File: src/rtl/sr_drive_ctrl.sv
// ---------------------------------------------------------------------------
// sr_drive_ctrl
//
// Purpose:
//   Drives the S/R inputs of a downstream SR flip-flop with fixed-length
//   pulses, one command at a time. After each pulse, it checks the fed-back Q
//   against the state it expected. Mismatches are recorded in a sticky error
//   flag. An optional idle gap separates consecutive commands.
//
// Parameters:
//   PULSE_CYC  cycles S or R is held high per command (1..255)
//   GAP_CYC    idle cycles after each command's check (0..255)
//
// Ports:
//   clk_i        single clock, rising edge
//   rst_i        synchronous active-high reset; aborts any command in flight
//   req_valid_i  command request valid
//   req_op_i     command: 1 = set, 0 = clear
//   req_ready_o  command accepted this cycle if req_valid_i is high
//   s_o, r_o     registered set / reset drives to the flip-flop
//   q_fb_i       Q fed back from the flip-flop
//   q_exp_o      expected flip-flop state after the last accepted command
//   done_o       one-cycle pulse in the cycle after a check
//   err_o        sticky: q_fb_i differed from q_exp_o at a check
//   err_clr_i    clears err_o (a simultaneous mismatch takes priority)
// ---------------------------------------------------------------------------
module sr_drive_ctrl #(
  parameter int unsigned PULSE_CYC = 2,
  parameter int unsigned GAP_CYC   = 1
) (
  input  logic clk_i,
  input  logic rst_i,
  input  logic req_valid_i,
  input  logic req_op_i,
  output logic req_ready_o,
  output logic s_o,
  output logic r_o,
  input  logic q_fb_i,
  output logic q_exp_o,
  output logic done_o,
  output logic err_o,
  input  logic err_clr_i
);

  typedef enum logic [1:0] {
    IDLE  = 2'd0,
    DRIVE = 2'd1,
    CHECK = 2'd2,
    GAP   = 2'd3
  } state_t;

  // Counters are loaded with N-1 so that the state lasts exactly N cycles.
  // The gap reload value is never used when GAP_CYC is 0, so it is clamped
  // to avoid an out-of-range constant.
  localparam logic [7:0] PULSE_LD = 8'(PULSE_CYC - 1);
  localparam logic [7:0] GAP_LD   = (GAP_CYC > 0) ? 8'(GAP_CYC - 1) : 8'd0;
  localparam bit         HAS_GAP  = (GAP_CYC > 0);

  state_t     state_q, state_d;
  logic [7:0] pcnt_q, pcnt_d;
  logic [7:0] gcnt_q, gcnt_d;
  logic       q_exp_q, q_exp_d;
  logic       s_q, s_d;
  logic       r_q, r_d;
  logic       done_q, done_d;
  logic       err_q, err_d;
  logic       mismatch;

  always_comb begin
    state_d  = state_q;
    pcnt_d   = pcnt_q;
    gcnt_d   = gcnt_q;
    q_exp_d  = q_exp_q;
    mismatch = 1'b0;

    case (state_q)
      IDLE: begin
        // Reset has priority in the register process. So req_ready_o's
        // dependence on rst_i does not need to be repeated here.
        if (req_valid_i) begin
          state_d = DRIVE;
          q_exp_d = req_op_i;
          pcnt_d  = PULSE_LD;
        end
      end
      DRIVE: begin
        if (pcnt_q == 8'd0) begin
          state_d = CHECK;
        end else begin
          pcnt_d = pcnt_q - 8'd1;
        end
      end
      CHECK: begin
        mismatch = (q_fb_i != q_exp_q);
        if (HAS_GAP) begin
          state_d = GAP;
          gcnt_d  = GAP_LD;
        end else begin
          state_d = IDLE;
        end
      end
      GAP: begin
        if (gcnt_q == 8'd0) begin
          state_d = IDLE;
        end else begin
          gcnt_d = gcnt_q - 8'd1;
        end
      end
      default: state_d = IDLE;
    endcase

    // The drives are registered and derived from the next state. They are
    // therefore high for exactly the DRIVE cycles. Both depend on the same
    // q_exp_d bit, so S and R can never be high together.
    s_d    = (state_d == DRIVE) &&  q_exp_d;
    r_d    = (state_d == DRIVE) && !q_exp_d;
    done_d = (state_q == CHECK);

    if (mismatch) begin
      err_d = 1'b1;
    end else if (err_clr_i) begin
      err_d = 1'b0;
    end else begin
      err_d = err_q;
    end
  end

  always_ff @(posedge clk_i) begin
    if (rst_i) begin
      state_q <= IDLE;
      pcnt_q  <= 8'd0;
      gcnt_q  <= 8'd0;
      q_exp_q <= 1'b0;
      s_q     <= 1'b0;
      r_q     <= 1'b0;
      done_q  <= 1'b0;
      err_q   <= 1'b0;
    end else begin
      state_q <= state_d;
      pcnt_q  <= pcnt_d;
      gcnt_q  <= gcnt_d;
      q_exp_q <= q_exp_d;
      s_q     <= s_d;
      r_q     <= r_d;
      done_q  <= done_d;
      err_q   <= err_d;
    end
  end

  assign req_ready_o = (state_q == IDLE) && !rst_i;
  assign s_o         = s_q;
  assign r_o         = r_q;
  assign q_exp_o     = q_exp_q;
  assign done_o      = done_q;
  assign err_o       = err_q;

endmodule

File: config.mk
export PLATFORM = sky130hd
export DESIGN_NAME = sr_drive_ctrl
export DESIGN_NICKNAME = d
export VERILOG_FILES = /design/src/rtl/sr_drive_ctrl.sv
export SDC_FILE = /design/constraint.sdc
export NUM_CORES = 1
export LEC_CHECK = 0
export ABC_AREA = 1
export CAP_MARGIN = 25
export CORE_MARGIN = 5
export CORE_UTILIZATION = 39
export CTS_CLUSTER_DIAMETER = 40
export DETAILED_ROUTE_END_ITERATION = 8
export GPL_ROUTABILITY_DRIVEN = 0
export HOLD_SLACK_MARGIN = 0.15
export PLACE_DENSITY = 0.63
export SLEW_MARGIN = 20
export SYNTH_ARGS = -nofsm -noshare
export SYNTH_HDL_FRONTEND = slang
export SYNTH_SLANG_ARGS = --single-unit
File: constraint.sdc
create_clock -name clk_i -period 1.3 [get_ports clk_i]
set_clock_uncertainty 0.05 [all_clocks]
set_input_delay 0.39 -clock clk_i [delete_from_list [all_inputs] [get_ports clk_i]]
set_output_delay 0.39 -clock clk_i [all_outputs]
set_load 0.02 [all_outputs]
# After elaboration in Yosys (flattened, before gate mapping)
# Cells that the tools add are included.
# totals
regBits,23
out_inout_bits,6
wordCells,45
# op_classes
addsub,2
eq_ne,8
n_mux,14
reduce_logical,13
# ops
operator,count
case mux 8 bit (2 select lines),2
two-way mux 8 bit,3
zero test 8 bit,2
"subtractor 8 x 1 -> 8 bit, second input constant",2
case mux 2 bit (4 select lines),1
two-way mux 2 bit,3
"inequality test 2 bit, second input constant",3
nonzero test 2 bit,3
two-way mux 1 bit,5
"equality test 2 x 1 -> 1 bit, second input constant",2
"equality test 2 bit, second input constant",2
logical AND 1 bit,3
AND reduction 3 bit,1
zero test 1 bit,2
zero test 2 bit,1
AND reduction 2 bit,1
inequality test 1 bit,1

# Logic depth before layout (Yosys ltp)
# Gate-level depths: netlist of run 1.
# depth
ltp_word,5
depth_mapped,9

# Least setup slack after synthesis of run 1
# Ideal clock, no wire load.
# synth_timing
path_type,input port to output port
from,input port rst_i
to,output port req_ready_o
arrival_time_ns,0.962
required_ns,0.860
setup_slack_ns,-0.102
stages,2
n_path_buf,1
cell_sequence,buf_6 nor3_1
# synth_via
elab_chain_cells,2
# synth_rtl
element,line,rtl
from (decl),32,"input logic rst_i,"
zero test 1 bit,150,assign req_ready_o = (state_q == IDLE) && !rst_i;
logical AND 1 bit,150,
to (decl),35,"output logic req_ready_o,"
# Every way passes these cells.

# Worst setup path in the final report of run 1
# layout_timing
from,register state_q[0]
to,output port req_ready_o
# layout_via
elab_chain_cells,2
# layout_rtl
element,line,rtl
from (decl),59,"state_t state_q, state_d;"
from (signal assigned),139,state_q <= state_d;
zero test 2 bit,150,
logical AND 1 bit,150,
# Every way passes these cells.

==> metrics.md, run 1 <==
| Metric | Value |
|---|---|
| Count of cell types in the netlist | `26` |
| Iter 0 DRT Violations | `31` |
| Slowest CP cell | `dfxtp_2` |
| Setup-failing EPs final | `18` |
| Min Tclk post-route | `1.46 ns` |
| Sequential fraction of the synthesis area | `39.5%` |
| Final Hold Viols | `0` |
| Critical path endpoint category | `output pin` |
| CTS max path bufs | `2` |
| DR WL/cell | `13.3 µm` |
| Initial antenna violation count | `0` |
| Final core occ | `68.9%` |
| CP Launch Type | `flip-flop` |
| Total track usage | `15.0%` |
| Clock Latency Late Sink | `0.32 ns` |
| FMAX | `684 MHz` |
| Fin. max-slew vios | `0` |
| Post-Syn Area | `0.00116 mm²` |
| Syn-to-layout area delta | `66.0%` |
| Cell depth of the worst setup path | `2` |
| Die area | `0.00418 mm²` |
| Slew HR | `71.2%` |
| Reg-to-reg setup timing slack | `-0.09 ns` |
| Kind of cell adding the most delay to the critical path | `flip-flops` |
| Via count | `1261` |
| CTS tree | `yes` |
| Grt ovf | `0` |
| Static Leakage | `0.863 nW` |
| Syn_area_per_cell | `7.10 µm²` |
| H-tree depth | `1` |
| Hold Slack | `0.423 ns` |
| Cell breakdown of the critical path | `nor3_2 > buf_4` |
| Die Span X | `64.7 µm` |
| Worst VDD drop | `0.00154 V` |
| Vias in the first global route | `1213` |
| CP Launch Point | `state_q[0]$_SDFF_PP0_` |
| Worst Reg2Reg Path Length in Cells | `8` |
| Setup crit end | `req_ready_o` |
| Remaining DRCs | `0` |
| Max_cap viols | `0` |
| Root buf cell | `clkbuf_4` |
| Status | `complete, but fails checks` |
| Buffers on Ports | `11` |
| Critical path arrival | `1.02 ns` |
| Critical path buffers and inverters | `1` |
| FP Rows | `19` |
| Final worst slack | `-0.162 ns` |
| RSZ-0062 raised after global routing | `yes` |
| Most common cell after layout, fill and taps aside | `buf_4` |
| # clock sinks | `23` |
| Max incr delay on CP | `0.35 ns` |
| Dpl hpwl | `2.14 mm` |
| Worst reg2reg path endpoint | `state_q[0]$_SDFF_PP0_` |
| Clock-pin slew on the worst setup and hold paths | `0.14 ns` |
| Area of the core | `0.00281 mm²` |
| Pwr dens | `2550 mW/mm²` |
| CP required | `0.86 ns` |
| Seq cells post-synth | `23` |
| Ports | `12` |
| Reg2reg start | `pcnt_q[0]$_SDFFE_PP0P_` |
| Share of cells above drive strength 1 | `59.4%` |
| TritonCTS buffer count | `3` |
| HP Class | `flip-flop to flip-flop` |
| Crit Path Class | `flip-flop to output pin` |
| Vias per inst | `5.08` |
| Synthesized Nets | `172` |
| Initial DRT Pass Iterations | `4` |
| Nets | `226` |
| Most frequent cells in the layout | `buf_4 (37), nand2_1 (19), nor2_1 (15)` |
| Hold_buf cts | `0` |
| CP max FO | `2` |
| Fillers | `236` |
| Pin count of the biggest net entering global routing | `18` |
| Pre-CTS setup slack | `-0.732 ns` |
| Yosys warns | `0` |
| Failing checks | `setup timing` |
| Routed Antenna Nets | `0` |
| Routed wire length | `3.29 mm` |
| Tcrit/Tclk final | `112%` |
| # diodes | `0` |
| Placed Cells | `233` |
| First-pass GRT wire length | `5.05 mm` |
| Die height | `64.7 µm` |
| Initial Utilization | `41.5%` |
| Syn Inst Count | `164` |
| Non-filler cells, final | `248` |
| Slew @ Worst Pin | `0.428 ns` |
[registers in the layout, summed over array words and instances, names as in the netlist]
register / cells
done_o: 1
err_o: 1
gcnt_q: 8
pcnt_q: 8
q_exp_o: 1
r_o: 1
s_o: 1
state_q: 2
[per-layer routing]
layer,vias to the layer above,GRT usage [%],part of all wire [%]
met5,-,0,0
met4,0,2.64,0.43
met3,2,4.32,2.2
met2,15,29.4,57
met1,611,15.9,41
li1,633,-,-
[worst min-delay path by stage]
stage	start	to	slack, ns	cells after the start
2_1_floorplan	gcnt_q[0]$_SDFFE_PP0P_	gcnt_q[0]$_SDFFE_PP0P_	0.35	1
3_3_place_gp	gcnt_q[0]$_SDFFE_PP0P_	gcnt_q[0]$_SDFFE_PP0P_	0.37	1
3_5_place_dp	gcnt_q[0]$_SDFFE_PP0P_	gcnt_q[0]$_SDFFE_PP0P_	0.38	1
4_1_cts	err_o$_SDFFE_PP0P_	err_o$_SDFFE_PP0P_	0.43	2
5_1_grt	err_o$_SDFFE_PP0P_	err_o$_SDFFE_PP0P_	0.45	2
6_report	err_o$_SDFFE_PP0P_	err_o$_SDFFE_PP0P_	0.42	2
[synth_stat cells]
cell,number,area (µm²)
nand3_2,1,10.0
o21ai_2,1,8.76
mux2i_1,1,10.0
nor2_4,2,22.5
nand2_2,2,12.5
nand2_4,1,11.3
clkbuf_1,1,3.75
nand4_1,1,6.26
inv_1,20,75.1
nand3_1,16,80.1
nor3_1,6,30.0
a31oi_1,1,6.26
a21boi_0,1,7.51
dfxtp_1,23,460
o21ai_0,2,10.0
nor2_1,27,101
buf_6,1,11.3
inv_2,1,3.75
or2_1,1,6.26
ha_1,2,25.0
o211ai_1,1,7.51
o21ai_4,1,16.3
nand2_1,29,109
xor2_1,5,43.8
a21oi_1,16,80.1
or2_2,1,6.26
[metrics by stage]
stage | instance area (µm²) | power [mW] | setup TNS (ns)
floorplan | 1200 | 2.48 | 0
global placement | 1550 | 3.30 | -5.12
detailed placement | 1550 | 3.38 | -5.42
CTS | 1730 | 4.24 | -0.874
global route | 1930 | 5.28 | -2.31
finish | 1930 | 4.93 | -0.948
[worst reg2reg max path, stage by stage, from the launching register on]
cell     delay, ns
dfxtp_2       0.36
inv_2         0.07
ha_4          0.15
nand2_4       0.07
nor2_4        0.14
nor2_4        0.05
nor2_4        0.20
buf_6         0.14
a31oi_4       0.06
[logic make-up (layout without fill, tap and decap cells)]
family / after synthesis / in the layout / share of synthesized area [%]
adder cells (fa/ha/maj): 2 / 2 / 2.15
multiplexers: 1 / 1 / 0.859
buffers and inverters: 23 / 75 / 8.05
flip-flops: 23 / 23 / 39.5
AND/OR/NAND/NOR: 87 / 88 / 33.9
XOR/XNOR: 5 / 5 / 3.76
AO/OA/AOI/OAI: 23 / 23 / 11.7
[layout make-up]
type                       instances  area, µm²  share of cell area (%)
timing repair buffer              50        404                    20.9
tap                               31       38.8                    2.01
inverter                          21       78.8                    4.08
sequential                        23        472                    24.4
clock inverter                     1       5.00                   0.259
clock buffer                       3       22.5                    1.17
multi-input combinational        119        912                    47.2
[where the power goes]
group	total, mW	internal [mW]	switching [mW]
logic	3.51	1.59	1.92
registers	1.08	0.934	0.143
clock network	0.345	0.115	0.229
total	4.93	2.64	2.29
[what timing repair did]
| action | 4_1_cts | 5_1_grt |
|---|---|---|
| pin swaps | 19 | 21 |
| buffers inserted | 3 | 8 |
| endpoints found under the setup margin | 26 | 26 |
| gates resized for setup | 76 | 40 |
| gates cloned | 1 | 0 |
Note: power is estimated with default switching activity, not from simulation.
==> run 2, diff against run 1 <==
Settings changed: CORE_MARGIN 5 to not set, PLACE_DENSITY 0.63 to 0.6.
Clock period 1.3 ns to 1.5 ns, I/O delays scaled along.
==> metrics.md, run 2 (synthesis results as in run 1) <==
| Metric | Value |
|---|---|
| Pre-CTS setup slack | `-0.646 ns (+0.0866 ns)` |
| First-pass GRT wire length | `4.23 mm (-16%)` |
| Pwr dens | `2100 mW/mm² (-18%)` |
| Vias in the first global route | `1042 (-14%)` |
| Placement Cell Area | `0.00140 mm² (-9.8%)` |
| Via count | `1106 (-12%)` |
| # clock sinks | `23 (unchanged)` |
| Tcrit/Tclk final | `98.3%` |
| Clock Latency Late Sink | `0.31 ns (about the same)` |
| Design area | `0.00147 mm² (-24%)` |
| CP max FO | `2 (unchanged)` |
| Static Leakage | `0.686 nW (-21%)` |
| Total track usage | `16.5% (+1.5 points)` |
| Critical path arrival | `0.98 ns (-0.04 ns)` |
| CTS tree | `yes` |
| Setup-failing EPs final | `0 (-18)` |
| Sum Neg Setup Slack | `0 ns (+0.948 ns)` |
| Remaining DRCs | `0 (unchanged)` |
| Setup crit end | `req_ready_o` |
| Vias per inst | `5.00 (-1.6%)` |
| CP Launch Point | `state_q[1]$_SDFF_PP0_` |
| Top flop regs | `gcnt_q x8, pcnt_q x8, state_q x2` |
| Share of cells above drive strength 1 | `22.6% (-37 points)` |
| Most frequent cells in the layout | `nand2_1 (26), nor2_1 (24), dfxtp_1 (21)` |
| Slew HR | `83.5% (+12 points)` |
| Buffers on Ports | `11 (unchanged)` |
| RSZ-0062 raised after global routing | `yes` |
| Grt ovf | `0 (unchanged)` |
| FP Rows | `19 (unchanged)` |
| Worst Reg2Reg Path Length in Cells | `7 (-1)` |
| Non-filler cells, final | `221 (-11%)` |
| Final Hold Viols | `0 (unchanged)` |
| Crit Path Class | `flip-flop to output pin` |
| Syn-to-layout area delta | `26.3%` |
| Ports | `12 (unchanged)` |
| CTS max path bufs | `2 (unchanged)` |
| Routed wire length | `2.52 mm (-23%)` |
| Clock-pin slew on the worst setup and hold paths | `0.13 ns (about the same)` |
| CP required | `1.00 ns (+0.14 ns)` |
| Hold_buf cts | `0 (unchanged)` |
| Initial Utilization | `41.9% (+0.35 points)` |
| Nets | `199 (-12%)` |
| Fin. max-slew vios | `0 (unchanged)` |
| FMAX | `678 MHz` |
| Reg-to-reg setup timing slack | `0.08 ns (+0.17 ns)` |
| Worst reg2reg path endpoint | `pcnt_q[4]$_SDFFE_PP0P_` |
| Worst VDD drop | `0.00137 V (-11%)` |
| TritonCTS buffer count | `3 (unchanged)` |
| Most common cell after layout, fill and taps aside | `nand2_1` |
| Reg area | `463 µm² (-1.9%)` |
| Final worst slack | `0.0248 ns (+0.187 ns)` |
| H-tree depth | `1 (unchanged)` |
| Placed Cells | `217 (-6.9%)` |
| Critical path endpoint category | `output pin` |
| DR WL/cell | `11.4 µm (-14%)` |
| Fillers | `267 (+13%)` |
| # diodes | `0 (unchanged)` |
| Initial antenna violation count | `0 (unchanged)` |
| Dpl hpwl | `1.85 mm (-13%)` |
| Slew @ Worst Pin | `0.240 ns (-0.188 ns)` |
| Post-CTS Setup Inserts | `0 (-3)` |
| Die area | `0.00321 mm² (-23%)` |
| Pin count of the biggest net entering global routing | `18 (unchanged)` |
| Routed Antenna Nets | `0 (unchanged)` |
| Die Span X | `56.7 µm (-12%)` |
| Reg2reg start | `pcnt_q[3]$_SDFFE_PP0P_` |
| HP Class | `flip-flop to flip-flop` |
| Status | `finished, final reports clean` |
| CP Launch Type | `flip-flop` |
| Max_cap viols | `0 (unchanged)` |
| Die height | `56.7 µm (-12%)` |
| Iter 0 DRT Violations | `57 (+84%)` |
| Area of the core | `0.00278 mm² (-0.85%)` |
| Root buf cell | `clkbuf_4` |
| Initial DRT Pass Iterations | `4 (unchanged)` |
| Area occupied by multi-input gates | `667 µm² (-27%)` |
| Min Tclk post-route | `1.48 ns` |
-- run 2: cell types whose count changed in the layout (fill, tap and decap cells not counted), sizes merged --
cell	change
buf	-31
nand2	-1
clkdlybuf4s15	+2
clkbuf	+2
dlymetal6s2s	+1
-- run 2: timing repair --
item,CTS,global route
pin swaps,0,7
resized for setup,12,21
setup endpoints to repair,6,19
-- run 2: per-layer routing --
| layer | track usage [%] | wire length, µm | vias up |
|---|---|---|---|
| met5 | 0 | 0 | - |
| met1 | 20.4 | 1230 | 509 |
| met3 | 2.07 | 49 | 6 |
| li1 | - | - | 577 |
| met2 | 28.9 | 1200 | 14 |
| met4 | 6.27 | 43 | 0 |
-- run 2: worst min-delay path by stage --
| stage | startpoint | end | slack, ns | depth (start not counted) |
|---|---|---|---|---|
| finish | gcnt_q[0]$_SDFFE_PP0P_ | gcnt_q[0]$_SDFFE_PP0P_ | 0.41 | 1 |
| global route | gcnt_q[0]$_SDFFE_PP0P_ | gcnt_q[0]$_SDFFE_PP0P_ | 0.46 | 1 |
| CTS | gcnt_q[0]$_SDFFE_PP0P_ | gcnt_q[0]$_SDFFE_PP0P_ | 0.39 | 1 |
| detailed placement | gcnt_q[0]$_SDFFE_PP0P_ | gcnt_q[0]$_SDFFE_PP0P_ | 0.37 | 1 |
| global placement | gcnt_q[0]$_SDFFE_PP0P_ | gcnt_q[0]$_SDFFE_PP0P_ | 0.37 | 1 |
| floorplan | gcnt_q[0]$_SDFFE_PP0P_ | gcnt_q[0]$_SDFFE_PP0P_ | 0.35 | 1 |
-- run 2: area by class of cell --
type	count	share of cell area, %
inverters	21	5.36
multi-input cells	118	45.3
clock buffers	3	1.53
repair buffers	24	13.4
well taps	31	2.64
flip-flops and latches	23	31.5
clock inverters	1	0.340
-- run 2: metrics by stage --
stage | total power [mW] | hold slack, ns | util [%]
final | 3.09 | 0.412 | 52.9
after CTS | 2.94 | 0.394 | 51.1
after floorplan | 2.11 | 0.353 | -
after global placement | 2.62 | 0.369 | 50.4
after global routing | 3.36 | 0.459 | 52.9
after detailed placement | 2.67 | 0.375 | 50.4
-- run 2: worst max-delay path, stage by stage, from the launching register on --
cell and delay, ns:
dfxtp_2 0.35, nor3_2 0.16, buf_4 0.16
-- run 2: report_power, final --
part	total (mW)	internal [mW]	switching (mW)
clock network	0.288	0.0995	0.189
registers	0.925	0.798	0.127
logic	1.88	0.742	1.14
total	3.09	1.64	1.46
